**src/rtl/instmem_pkg.sv**
```systemverilog
// Shared constants, state encoding and state-decode helpers for the instruction-memory loader.
package instmem_pkg;

   localparam int DEPTH_DEFAULT = 1024;
   localparam int WORD_W        = 32;
   localparam int BYTE_W        = 8;

   typedef logic [2:0] state_t;

   localparam state_t ST_IDLE  = 3'd0;
   localparam state_t ST_HDR   = 3'd1;
   localparam state_t ST_DATA  = 3'd2;
   localparam state_t ST_WRITE = 3'd3;
   localparam state_t ST_CSUM  = 3'd4;
   localparam state_t ST_DONE  = 3'd5;
   localparam state_t ST_ERR   = 3'd6;

   function automatic logic takes_bytes(input state_t s);
      logic r;
      case (s)
         ST_HDR, ST_DATA, ST_CSUM: r = 1'b1;
         default:                  r = 1'b0;
      endcase
      return r;
   endfunction

   function automatic logic is_busy(input state_t s);
      logic r;
      case (s)
         ST_HDR, ST_DATA, ST_WRITE, ST_CSUM: r = 1'b1;
         default:                            r = 1'b0;
      endcase
      return r;
   endfunction

endpackage

```
**src/rtl/instmem_loader_byte_packer.sv**
```systemverilog
// Little-endian byte-to-word assembler: 2-bit byte counter, 24-bit shift register, word_valid on the 4th byte.
module byte_packer
   import instmem_pkg::*;
(
   input  logic              clk,
   input  logic              rst_n,
   input  logic              clr,
   input  logic              accept,
   input  logic [BYTE_W-1:0] data,
   output logic [WORD_W-1:0] word,
   output logic              word_valid
);

   logic [1:0]  cnt_r;
   logic [23:0] shift_r;

   // the incoming byte lands on top, so the first byte ends up in [7:0]
   assign word       = {data, shift_r};
   assign word_valid = accept && (cnt_r == 2'd3);

   // byte counter and shift register, restarted on clr
   always_ff @(posedge clk) begin
      if (!rst_n) begin
         cnt_r   <= 2'd0;
         shift_r <= 24'd0;
      end else if (clr) begin
         cnt_r   <= 2'd0;
         shift_r <= 24'd0;
      end else if (accept) begin
         cnt_r   <= cnt_r + 2'd1;
         shift_r <= word[31:8];
      end else begin
         cnt_r   <= cnt_r;
         shift_r <= shift_r;
      end
   end

endmodule

```
**src/rtl/instmem_loader.sv**
```systemverilog
// Framed byte-stream loader driving the instmem write port; optional trailing XOR checksum
// enabled by defining IMLOAD_CHECKSUM_EN.
module instmem_loader
   import instmem_pkg::*;
#(
   parameter int DEPTH     = DEPTH_DEFAULT,
   parameter int BASE_ADDR = 0
) (
   input  logic              clk,
   input  logic              rst_n,
   input  logic              start,
   input  logic              rx_valid,
   input  logic [BYTE_W-1:0] rx_data,
   output logic              rx_ready,
   output logic              im_write,
   output logic [WORD_W-1:0] im_addr,
   output logic [WORD_W-1:0] im_wdata,
   output logic              busy,
   output logic              done,
   output logic              err
);

   localparam logic [WORD_W-1:0] MAX_CNT = 32'(DEPTH - BASE_ADDR);
   localparam logic [WORD_W-1:0] BASE    = 32'(BASE_ADDR);

   state_t            state_r, state_nxt_s;
   logic [WORD_W-1:0] cnt_r, idx_r, im_addr_r, im_wdata_r, pk_word_s;
   logic              rx_ready_r, im_write_r, busy_r, done_r, err_r;
   logic              accept_s, start_ok_s, pk_valid_s, last_s;
`ifdef IMLOAD_CHECKSUM_EN
   logic [WORD_W-1:0] csum_r;
`endif

   assign accept_s   = rx_valid && rx_ready_r;
   assign start_ok_s = start && (state_r == ST_IDLE || state_r == ST_DONE || state_r == ST_ERR);
   assign last_s     = (idx_r == cnt_r - 32'd1);

   byte_packer u_packer (
      .clk        (clk),
      .rst_n      (rst_n),
      .clr        (start_ok_s),
      .accept     (accept_s),
      .data       (rx_data),
      .word       (pk_word_s),
      .word_valid (pk_valid_s)
   );

   // next-state decode
   always_comb begin
      state_nxt_s = state_r;
      case (state_r)
         ST_IDLE, ST_DONE, ST_ERR: begin
            if (start) state_nxt_s = ST_HDR;
            else       state_nxt_s = state_r;
         end
         ST_HDR: begin
            if (!pk_valid_s)                 state_nxt_s = ST_HDR;
            else if (pk_word_s == 32'd0)     state_nxt_s = ST_DONE;
            else if (pk_word_s > MAX_CNT)    state_nxt_s = ST_ERR;
            else                             state_nxt_s = ST_DATA;
         end
         ST_DATA: begin
            if (pk_valid_s) state_nxt_s = ST_WRITE;
            else            state_nxt_s = ST_DATA;
         end
         ST_WRITE: begin
`ifdef IMLOAD_CHECKSUM_EN
            if (last_s) state_nxt_s = ST_CSUM;
`else
            if (last_s) state_nxt_s = ST_DONE;
`endif
            else        state_nxt_s = ST_DATA;
         end
`ifdef IMLOAD_CHECKSUM_EN
         ST_CSUM: begin
            if (!pk_valid_s)               state_nxt_s = ST_CSUM;
            else if (pk_word_s == csum_r)  state_nxt_s = ST_DONE;
            else                           state_nxt_s = ST_ERR;
         end
`endif
         default: state_nxt_s = ST_IDLE;
      endcase
   end

   // state register; status outputs are decoded from the next state so they track state_r exactly
   always_ff @(posedge clk) begin
      if (!rst_n) begin
         state_r    <= ST_IDLE;
         rx_ready_r <= 1'b0;
         im_write_r <= 1'b0;
         busy_r     <= 1'b0;
         done_r     <= 1'b0;
         err_r      <= 1'b0;
      end else begin
         state_r    <= state_nxt_s;
         rx_ready_r <= takes_bytes(state_nxt_s);
         im_write_r <= (state_nxt_s == ST_WRITE);
         busy_r     <= is_busy(state_nxt_s);
         done_r     <= (state_nxt_s == ST_DONE);
         err_r      <= (state_nxt_s == ST_ERR);
      end
   end

   // count, word index, write port and checksum datapath
   always_ff @(posedge clk) begin
      if (!rst_n) begin
         cnt_r      <= 32'd0;
         idx_r      <= 32'd0;
         im_addr_r  <= 32'd0;
         im_wdata_r <= 32'd0;
`ifdef IMLOAD_CHECKSUM_EN
         csum_r     <= 32'd0;
`endif
      end else if (start_ok_s) begin
         cnt_r      <= 32'd0;
         idx_r      <= 32'd0;
`ifdef IMLOAD_CHECKSUM_EN
         csum_r     <= 32'd0;
`endif
      end else begin
         if (state_r == ST_HDR && pk_valid_s) begin
            cnt_r <= pk_word_s;
         end
         if (state_r == ST_DATA && pk_valid_s) begin
            im_addr_r  <= BASE + idx_r;
            im_wdata_r <= pk_word_s;
`ifdef IMLOAD_CHECKSUM_EN
            csum_r     <= csum_r ^ pk_word_s;
`endif
         end
         // idx stops at count-1, so the address never runs past the last loaded word
         if (state_r == ST_WRITE && !last_s) begin
            idx_r <= idx_r + 32'd1;
         end
      end
   end

   assign rx_ready = rx_ready_r;
   assign im_write = im_write_r;
   assign im_addr  = im_addr_r;
   assign im_wdata = im_wdata_r;
   assign busy     = busy_r;
   assign done     = done_r;
   assign err      = err_r;

endmodule
```
**config.mk**
```make
export PLATFORM = sky130hd
export DESIGN_NAME = instmem_loader
export DESIGN_NICKNAME = d
export VERILOG_FILES = /design/src/rtl/instmem_pkg.sv /design/src/rtl/instmem_loader_byte_packer.sv /design/src/rtl/instmem_loader.sv
export SDC_FILE = /design/constraint.sdc
export NUM_CORES = 1
export LEC_CHECK = 0
export ABC_AREA = 1
export CORE_MARGIN = 2
export CORE_UTILIZATION = 40
export DETAILED_ROUTE_END_ITERATION = 10
export GPL_TIMING_DRIVEN = 0
export PLACE_DENSITY = 0.69
export SLEW_MARGIN = 20
export SYNTH_ARGS = -nofsm -noshare
export SYNTH_HDL_FRONTEND = slang
export SYNTH_HIERARCHICAL = 1
export SYNTH_SLANG_ARGS = --single-unit
export TNS_END_PERCENT = 100
```
**constraint.sdc**
```tcl
create_clock -name clk -period 2.14 [get_ports clk]
set_input_delay 0.321 -clock clk [delete_from_list [all_inputs] [get_ports clk]]
set_output_delay 0.321 -clock clk [all_outputs]
set_load 0.02 [all_outputs]
```
After elaboration in Yosys (flattened, before gate mapping)
Cells that the tools add are included.

Bits in registers: 162. Bits of input ports: 12. Logic and storage cells: 56.

Add/sub/neg operators: 3. Order comparisons: 1. Equal/unequal tests: 13. Mux-type cells: 9. Bitwise logic cells: 2. Reduce and logical (&&, ||, !) cells: 16.

Operators with widths (count): adder 32 x 1 -> 32 bit (second input constant) (1); == test 32 bit (1); > comparator 32 x 11 -> 1 bit (second input constant) (1); logical NOT 32 bit (1); subtractor 32 x 1 -> 32 bit (second input constant) (1); == test 3 bit (second input constant) (5); 2-to-1 mux 3 bit (5); == test 3 x 2 -> 1 bit (second input constant) (4); one-hot mux 3 bit (4 select lines) (1); == test 3 x 1 -> 1 bit (second input constant) (2); logical AND 1 bit (6); OR reduction 3 bit (2); OR reduction 4 bit (1); logical NOT 3 bit (1); 2-to-1 mux 1 bit (3); adder 2 x 1 -> 2 bit (second input constant) (1); == test 2 bit (second input constant) (1); logical OR 1 bit (2); inverter 1 bit (2); AND reduction 2 bit (1); OR reduction 2 bit (1); logical NOT 1 bit (1).

Longest topological paths before layout
Gate-level depths: netlist (run 1).

Depth after elaboration: 8. Gate-level depth with buffers: 20. Mapped depth without buffers: 20.

Modules after synthesis
Netlist (run 1), hierarchy kept.

By module, submodules not included: instmem_loader (instances 1, cells each 1092, area an instance 7363.3 µm², seq. area each 2722.6 µm²); byte_packer (instances 1, cells each 127, area an instance 1164.9 µm², seq. area each 520.5 µm²).

Worst setup path after synthesis (run 1)
Ideal clock, no wire load.

Kind: reg2reg. From: register rx_ready_r (netlist: rx_ready). To: register im_addr_r[10] (netlist: im_addr[10]). Setup time: 0.128 ns. Arrival time: 2.062 ns. Required time: 2.012 ns. Setup slack: -0.051 ns. Cell stages (with the launch flop): 12. Cell sequence: dfxtp_1 > nand2_1 > inv_1 > buf_6 > buf_6 > nand2_1 > inv_1 > inv_1 > nor3_1 > clkbuf_1 > clkbuf_1 > a21oi_1.

Longest elaborated chain between the ends: 4.

Ends and longest elaborated chain: start: declaration (RTL line instmem_loader.sv:28) `logic rx_ready_r, im_write_r, busy_r, done_r, err_r;`; start signal: assignment (RTL line instmem_loader.sv:96) `rx_ready_r <= takes_bytes(state_nxt_s);`; logical AND 1 bit (RTL line instmem_loader.sv:34) `assign accept_s = rx_valid && rx_ready_r;`; via accept_s (RTL line instmem_loader.sv:29) `logic accept_s, start_ok_s, pk_valid_s, last_s;`; logical AND 1 bit (RTL line instmem_loader_byte_packer.sv:19) `assign word_valid = accept && (cnt_r == 2'd3);`; via pk_valid_s (RTL line instmem_loader.sv:29); logical AND 1 bit (RTL line instmem_loader.sv:124) `if (state_r == ST_DATA && pk_valid_s) begin`; AND reduction 2 bit (no line); end signal: assignment (RTL line instmem_loader.sv:125) `im_addr_r <= BASE + idx_r;`; end: declaration (RTL line instmem_loader.sv:27) `logic [WORD_W-1:0] cnt_r, idx_r, im_addr_r, im_wdata_r, pk_word_s;`.

The timed path passes the listed nets, and every way through them passes these cells. A chain may end at the register's enable or synchronous reset.

==> results of run 1 <==
[layer usage]
metal	wire length [microns]	vias up	track usage
met4	1000	0	0.117
met3	1470	54	0.0439
li1	-	4133	-
met2	12400	266	0.381
met5	0	-	0
met1	11200	3841	0.292
[power by group through the flow]
stage / combinational, mW / clock (mW) / sequential [mW]
final: 0.273 / 3.10 / 3.04
after global routing: 0.292 / 3.28 / 3.04
after CTS: 0.259 / 3.14 / 3.04
after detailed placement: 0.255 / 0 / 3.11
after global placement: 0.253 / 0 / 3.11
after floorplan: 0.166 / 0 / 3.11
[sequential cells by signal, summed over array words and instances, names as in the netlist]
signal,cells
busy,1
cnt_r,32
done,1
err,1
idx_r,32
im_addr,32
im_wdata,32
im_write,1
rx_ready,1
state_r,3
u_packer/cnt_r,2
u_packer/shift_r,24
[through the flow]
step                       util  area, sq um
after floorplan               -         8530
after global placement    0.462         9680
after detailed placement  0.463         9690
after CTS                 0.504        10600
after global routing      0.516        10800
final                     0.516        10800
[final timing paths]
path,slack (ps),endpoint,cells after the start
worst min register to register,470,cnt_r[31],2
worst max-delay path,-320,idx_r[7],18
worst min-delay path,470,cnt_r[31],2
worst max register to register,-320,idx_r[7],18
[cell usage in the layout, fill, tap and decap left out, types with 8 or more instances in the layout]
master	count
nand2_1	263
nor2_1	178
dfxtp_1	154
clkdlybuf4s50_1	80
inv_1	79
o21ai_0	71
a21oi_1	67
nand2_2	57
nand3_1	54
a21oi_2	50
xor2_1	36
buf_4	26
clkbuf_1	23
nor3_1	19
clkbuf_16	19
nor2_2	15
nand4_1	15
xnor2_1	15
nor2_4	14
clkbuf_2	12
nor4_1	9
buf_12	9
nand2_4	8
[timing repair]
action | CTS | global route
setup buffers | 14 | 5
pin swaps | 9 | 24
gates cloned | 1 | 2
setup endpoints to repair | 135 | 132
gates resized for setup | 38 | 78
[critical path, delay by kind of cell, from the launching register on]
family	cells	cell delay (ps)
buffers and inverters	3	310
DFF	1	340
AOI/OAI and AO/OA	1	140
and+or+nand+nor	13	1420
adders and majority gates	1	170
[layout make-up]
| cell class | instances | area, sq um | share of cell area |
|---|---|---|---|
| Buffer | 66 | 449 | 0.0416 |
| Timing Repair Buffer | 102 | 1060 | 0.0979 |
| Clock inverter | 15 | 165 | 0.0153 |
| Clock buffer | 17 | 425 | 0.0394 |
| Multi-Input combinational cell | 901 | 4770 | 0.442 |
| Tap cell | 275 | 344 | 0.0318 |
| Sequential cell | 162 | 3260 | 0.301 |
| Inverter | 85 | 335 | 0.0310 |
[kinds of logic (layout without fill, tap and decap cells)]
| group | count (synthesis) | after routing |
|---|---|---|
| simple gates | 648 | 648 |
| compound gates | 198 | 198 |
| flops | 162 | 162 |
| buf+inv | 156 | 285 |
| xor+xnor | 52 | 52 |
| fa+ha+maj | 3 | 3 |
==> flow_summary_export.csv, run 1 <==
group,metric,value,unit
cts,clk_latency,440,ps
worst_setup_path,end_kind,"register",
worst_setup_path,crit_required,2510,ps
cells_and_area,area_growth_syn_to_layout,26.7,%
synthesis,synth.most_common_cell,"nand2_1",
cells_and_area,nNetsFinal,1350,
routing,routedWlPerCell,16.0,microns
worst_setup_path,cp-startpoint,"cnt_r[0]",
routing,vias_per_cell,5.11,
cells_and_area,drive_above_1_share,0.199,
sta,fmax,407,MHz
worst_setup_path,max_stage_delay,340,ps
global_routing,antenna_found_initial,0,
synthesis,synth_flop_cell,"dfxtp_1",
synthesis,synth_common_cells,"nand2_1 (275), nor2_1 (193), dfxtp_1 (162)",
power,power.internal,4.78,mW
power,power.leakage,4.43,nW
floorplan,row_count,53,
synthesis,ys_seq_area_frac,0.380,
synthesis,syn_nets,1234,
global_routing,grt_pass1_vias,7777,
synthesis,yosys.area.top_type,"dfxtp_1",
power,swShare,0.254,
synthesis,syn_inst,1219,
cts,cts_max_level,4,
sta,rsz0062_at_grt,"true",
worst_setup_path,crit_slowest_cell,"dfxtp_2",
power,ir_drop,547,uV
routing,routed-via-count,8294,
synthesis,syn_area,8530,sq um
placement,gp_congestion,0.943,
synthesis,synthSimpleGateAreaFrac,0.332,
worst_setup_path,critPathKind,"reg2reg",
synthesis,synth_area_leaders,"dfxtp_1 (38%), nand2_1 (12%), nor2_1 (8.5%), a21oi_2 (5.2%), o21ai_0 (4.2%)",
sta,fin_ws,-317,ps
cells_and_area,fin_cells,1623,
cells_and_area,fillers,2112,
worst_setup_path,cp_max_fo,8,
run,drv_cap,0,
synthesis,synthArstFlopShare,0,
floorplan,die_w,150,microns
cells_and_area,n_antenna_cell,0,
power,p_clk_frac,0.484,
floorplan,start_util,0.407,
sta,tns,-9530,ps
sta,worst_pin_slew,814,ps
synthesis,synthMuxAreaShare,0,
power,power.switching,1.63,mW
cts,postCtsHoldBufs,0,
power,seqPwrFrac,0.474,
sta,min_period,2460,ps
power,power.density,593,nW/um^2
global_routing,grt_max_degree,20,
worst_setup_path,r2r-start,"cnt_r[0]",
floorplan,die_y,150,microns
synthesis,synthDistinctLibCells,35,
synthesis,synth-xor-area-share,0.0550,
routing,first_pass_iters,5,
synthesis,yosys_warnings,6,
sta,finalCritPeriodShare,1.15,
worst_setup_path,cp-start-kind,"register",
status,violations,"negative setup slack",
floorplan,io_pins,81,
synthesis,synth_fa_ha_area_frac,0.00440,
global_routing,grt_pass1_wl,40.4,mm
status,status,"finished, violations left",
worst_hold_path,min_path_type,"reg2reg",
synthesis,syn_area_per_cell,7.00,sq um
cts,cts_made_buffers,17,
cts,clkTransAtPathRegs,70,ps
placement,hpwl,19.2,mm
sta,relSlewSlack,0.457,
routing,routed_wl,26.0,mm
sta,hold-worst-slack,473,ps
cts,cts_root_buf,"clkbuf_16",
sta,finalSetupViolCount,39,
worst_hold_path,hp-start,"cnt_r[31]",
placement,portBuffers,80,
sta,finalHoldViolCount,0,
routing,drc,0,
global_routing,grt_overflow_total,0,
routing,drtIter0Drc,631,
synthesis,synth_top_family_by_area,"simple AND/OR/NAND/NOR gates",
sta,slew_viol_final,0,
synthesis,synth_compound_area_frac,0.141,
floorplan,core_area,21000,sq um
synthesis,synth_edf_count,0,
global_routing,grt_usage,0.232,
power,combPwrFrac,0.043,
cts,cts.path.max_buffers,2,
cts,cts_tree,"done",
placement,dp_slack,-1340,ps
power,finalPower,6.41,mW
worst_setup_path,worstPathArrival,2820,ps
worst_setup_path,cp_cell_sequence,"inv_4 -> ha_4 -> nand2_4 -> nor2_4 -> nand3_2 -> nand2_1 -> nand2_1 -> nor2_2 -> nand2_1 -> nor2_1 -> nand3_2 -> nor2_4 -> nand2_4 -> nand2_8 -> buf_12 -> buf_12 -> nand2_4 -> a21oi_2",
sta,fin_worst_skew,13.3,ps
synthesis,synth.ff_latch_count,162,
routing,ant_nets,0,
placement,dp.cells,1575,
floorplan,dieArea,22500,sq um
cts,cts.sinks,162,
synthesis,synth_top_area_frac,0.380,
No activity file was read; power rests on OpenSTA's default activity.
==> run 2, diff against run 1 <==
--- a/config.mk
+++ b/config.mk
@@ -7,3 +7,2 @@
 export LEC_CHECK = 0
-export ABC_AREA = 1
 export CORE_MARGIN = 2
@@ -12,3 +11,3 @@
 export GPL_TIMING_DRIVEN = 0
-export PLACE_DENSITY = 0.69
+export PLACE_DENSITY = 0.7
 export SLEW_MARGIN = 20
--- a/constraint.sdc
+++ b/constraint.sdc
@@ -3,2 +3,2 @@
 set_output_delay 0.321 -clock clk [all_outputs]
-set_load 0.02 [all_outputs]
+set_load 0.05 [all_outputs]
==> run 2 against run 1 <==
Effect of this change: the run still ends with negative setup slack left; cell count fell by 15%; via count fell by 11%; sequential share of layout area rose by 0.72 points; sequential power barely moved; critical path depth fell by 9; area after synthesis fell by 4.6%; worst setup slack got worse by 740 ps; fmax fell by 23%; critical path type unchanged; highest routed layer unchanged.
==> flow_summary_export.csv, run 2 <==
group,metric,value,unit
floorplan,io_pins,81,
global_routing,antenna_found_initial,0,
worst_setup_path,crit_top_cell,"or4_4",
power,power.leakage,3.57,nW
floorplan,start_util,0.405,
power,finalPower,6.37,mW
cts,cts_tree,"done",
floorplan,die_y,147,microns
cells_and_area,fin_cells,1378,
synthesis,yosys_warnings,6,
worst_hold_path,min_path_type,"reg2reg",
cts,cts.sinks,162,
cts,cts_root_buf,"clkbuf_16",
sta,worst_pin_slew,734,ps
synthesis,synth_top_area_frac,0.399,
routing,first_pass_iters,5,
cts,cts.path.max_buffers,2,
worst_setup_path,worstPathArrival,3530,ps
synthesis,syn_nets,991,
placement,gp_congestion,0.883,
placement,dp.cells,1326,
sta,fin_ws,-1060,ps
worst_setup_path,cp_cell_sequence,"or4_4 -> or4_4 -> o41ai_4 -> nand4_1 -> a2111oi_4 -> buf_6 -> clkbuf_16 -> a21oi_2 -> mux2i_1",
global_routing,grt_usage,0.209,
cells_and_area,final_cell_mix,"nand2_1 (251), dfxtp_1 (154), clkdlybuf4s50_1 (80), a21boi_0 (59), mux2i_1 (57)",
placement,portBuffers,80,
synthesis,syn_area_per_cell,8.33,sq um
cells_and_area,n_antenna_cell,0,
sta,rsz0062_at_grt,"true",
floorplan,row_count,52,
sta,finalSetupViolCount,38,
synthesis,synth_area_leaders,"dfxtp_1 (40%), nand2_1 (12%), mux2i_1 (7.0%), a21boi_0 (5.9%), xnor2_1 (2.9%)",
cts,clk_latency,450,ps
worst_setup_path,crit_required,2470,ps
routing,drtIter0Drc,508,
cts,cts_made_buffers,17,
synthesis,synthDistinctLibCells,68,
synthesis,yosys.area.top_type,"dfxtp_1",
cells_and_area,nNetsFinal,1110,
cts,cts_max_level,4,
cells_and_area,area_growth_syn_to_layout,29.9,%
placement,hpwl,16.2,mm
sta,slew_viol_final,0,
worst_setup_path,max_stage_delay,620,ps
global_routing,grt_pass1_vias,6851,
synthesis,ys_seq_area_frac,0.399,
global_routing,grt_max_degree,18,
floorplan,dieArea,21500,sq um
synthesis,synth_edf_count,0,
routing,routed_wl,22.7,mm
global_routing,grt_overflow_total,0,
worst_setup_path,cp-start-kind,"register",
sta,min_period,3200,ps
worst_setup_path,crit_slowest_cell,"or4_4",
routing,ant_nets,0,
sta,relSlewSlack,0.511,
status,status,"finished, violations left",
synthesis,synth_common_cells,"nand2_1 (252), dfxtp_1 (162), a21boi_0 (64)",
synthesis,syn_inst,976,
power,power.density,603,nW/um^2
sta,fmax,312,MHz
power,ir_drop,559,uV
synthesis,synthArstFlopShare,0,
floorplan,core_area,20100,sq um
synthesis,synth_flop_cell,"dfxtp_1",
routing,drc,0,
routing,routed-via-count,7361,
status,violations,"negative setup slack",
worst_setup_path,end_kind,"register",
worst_setup_path,cp_max_fo,6,
run,drv_cap,0,
synthesis,syn_area,8130,sq um
sta,finalCritPeriodShare,1.50,
sta,finalHoldViolCount,0,
worst_setup_path,critPathKind,"reg2reg",
synthesis,synth.ff_latch_count,162,
sta,fin_worst_skew,11.5,ps
synthesis,synth.most_common_cell,"nand2_1",
routing,vias_per_cell,5.34,
cts,clkTransAtPathRegs,70,ps
floorplan,die_w,147,microns
cells_and_area,drive_above_1_share,0.162,
global_routing,grt_pass1_wl,36.0,mm
sta,tns,-36200,ps
routing,routedWlPerCell,16.5,microns
cells_and_area,layout_commonest_cell,"nand2_1",
cts,postCtsHoldBufs,0,
[run 2: final cells by class]
class | instances | area [sq um]
repair buffers | 104 | 1030
fillers | 1858 | 9540
clock buffers | 17 | 425
well taps | 270 | 338
clock inverters | 15 | 166
flip-flops and latches | 162 | 3260
multi-input cells | 728 | 4820
inverters | 11 | 41.3
plain buffers | 71 | 484
[run 2: cell families after synthesis]
family | count (synthesis) | synth area share
mux | 58 | 0.0715
simple gates | 444 | 0.258
compound gates | 176 | 0.161
xor+xnor | 46 | 0.0495
fa+ha+maj | 3 | 0.00462
flops | 162 | 0.399
buf+inv | 87 | 0.0565
[run 2: path summary, 6_finish.rpt]
check                                  from          end  slack (ps)  depth (start not counted)
worst max-delay path               cnt_r[1]    idx_r[22]       -1060                          9
worst min-delay path            im_addr[16]  im_addr[16]         450                          2
worst max register to register     cnt_r[1]    idx_r[22]       -1060                          9
worst min register to register  im_addr[16]  im_addr[16]         450                          2
[run 2: per-layer routing]
layer  track usage  vias to the layer above  part of all wire
li1              -                     3596                 -
met1         0.274                     3459              0.45
met2         0.338                      261              0.46
met3        0.0397                       45             0.058
met4        0.0879                        0             0.032
met5             0                        -                 0
[run 2: where the power goes]
group | switching (mW) | total [mW] | internal (mW)
Combinational | 0.158 | 0.271 | 0.113
Clock | 1.41 | 3.07 | 1.66
Sequential | 0.0106 | 3.03 | 3.02
Total | 1.58 | 6.37 | 4.79
[run 2: worst max-delay path: cells and delay by family, from the launching register on]
family | cells | cell delay [ps]
AND/OR/NAND/NOR | 3 | 1400
multiplexers | 1 | 110
AO/OA/AOI/OAI | 3 | 810
flip-flops | 1 | 360
buffers and inverters | 2 | 390
[run 2: through the flow]
| stage | hold WS [ps] | worst slack [ps] | utilization | area, sq um |
|---|---|---|---|---|
| detailed placement | 459 | -1400 | 0.466 | 9380 |
| global placement | 455 | -1380 | 0.466 | 9380 |
| global route | 484 | -1100 | 0.526 | 10600 |
| floorplan | 447 | -889 | - | 8240 |
| CTS | 469 | -918 | 0.511 | 10300 |
| finish | 453 | -1060 | 0.526 | 10600 |
[run 2: what timing repair did]
item,CTS,global route
pin swaps,11,9
setup endpoints to repair,122,128
gates resized for setup,57,67
setup buffers,11,11
cloned,2,1
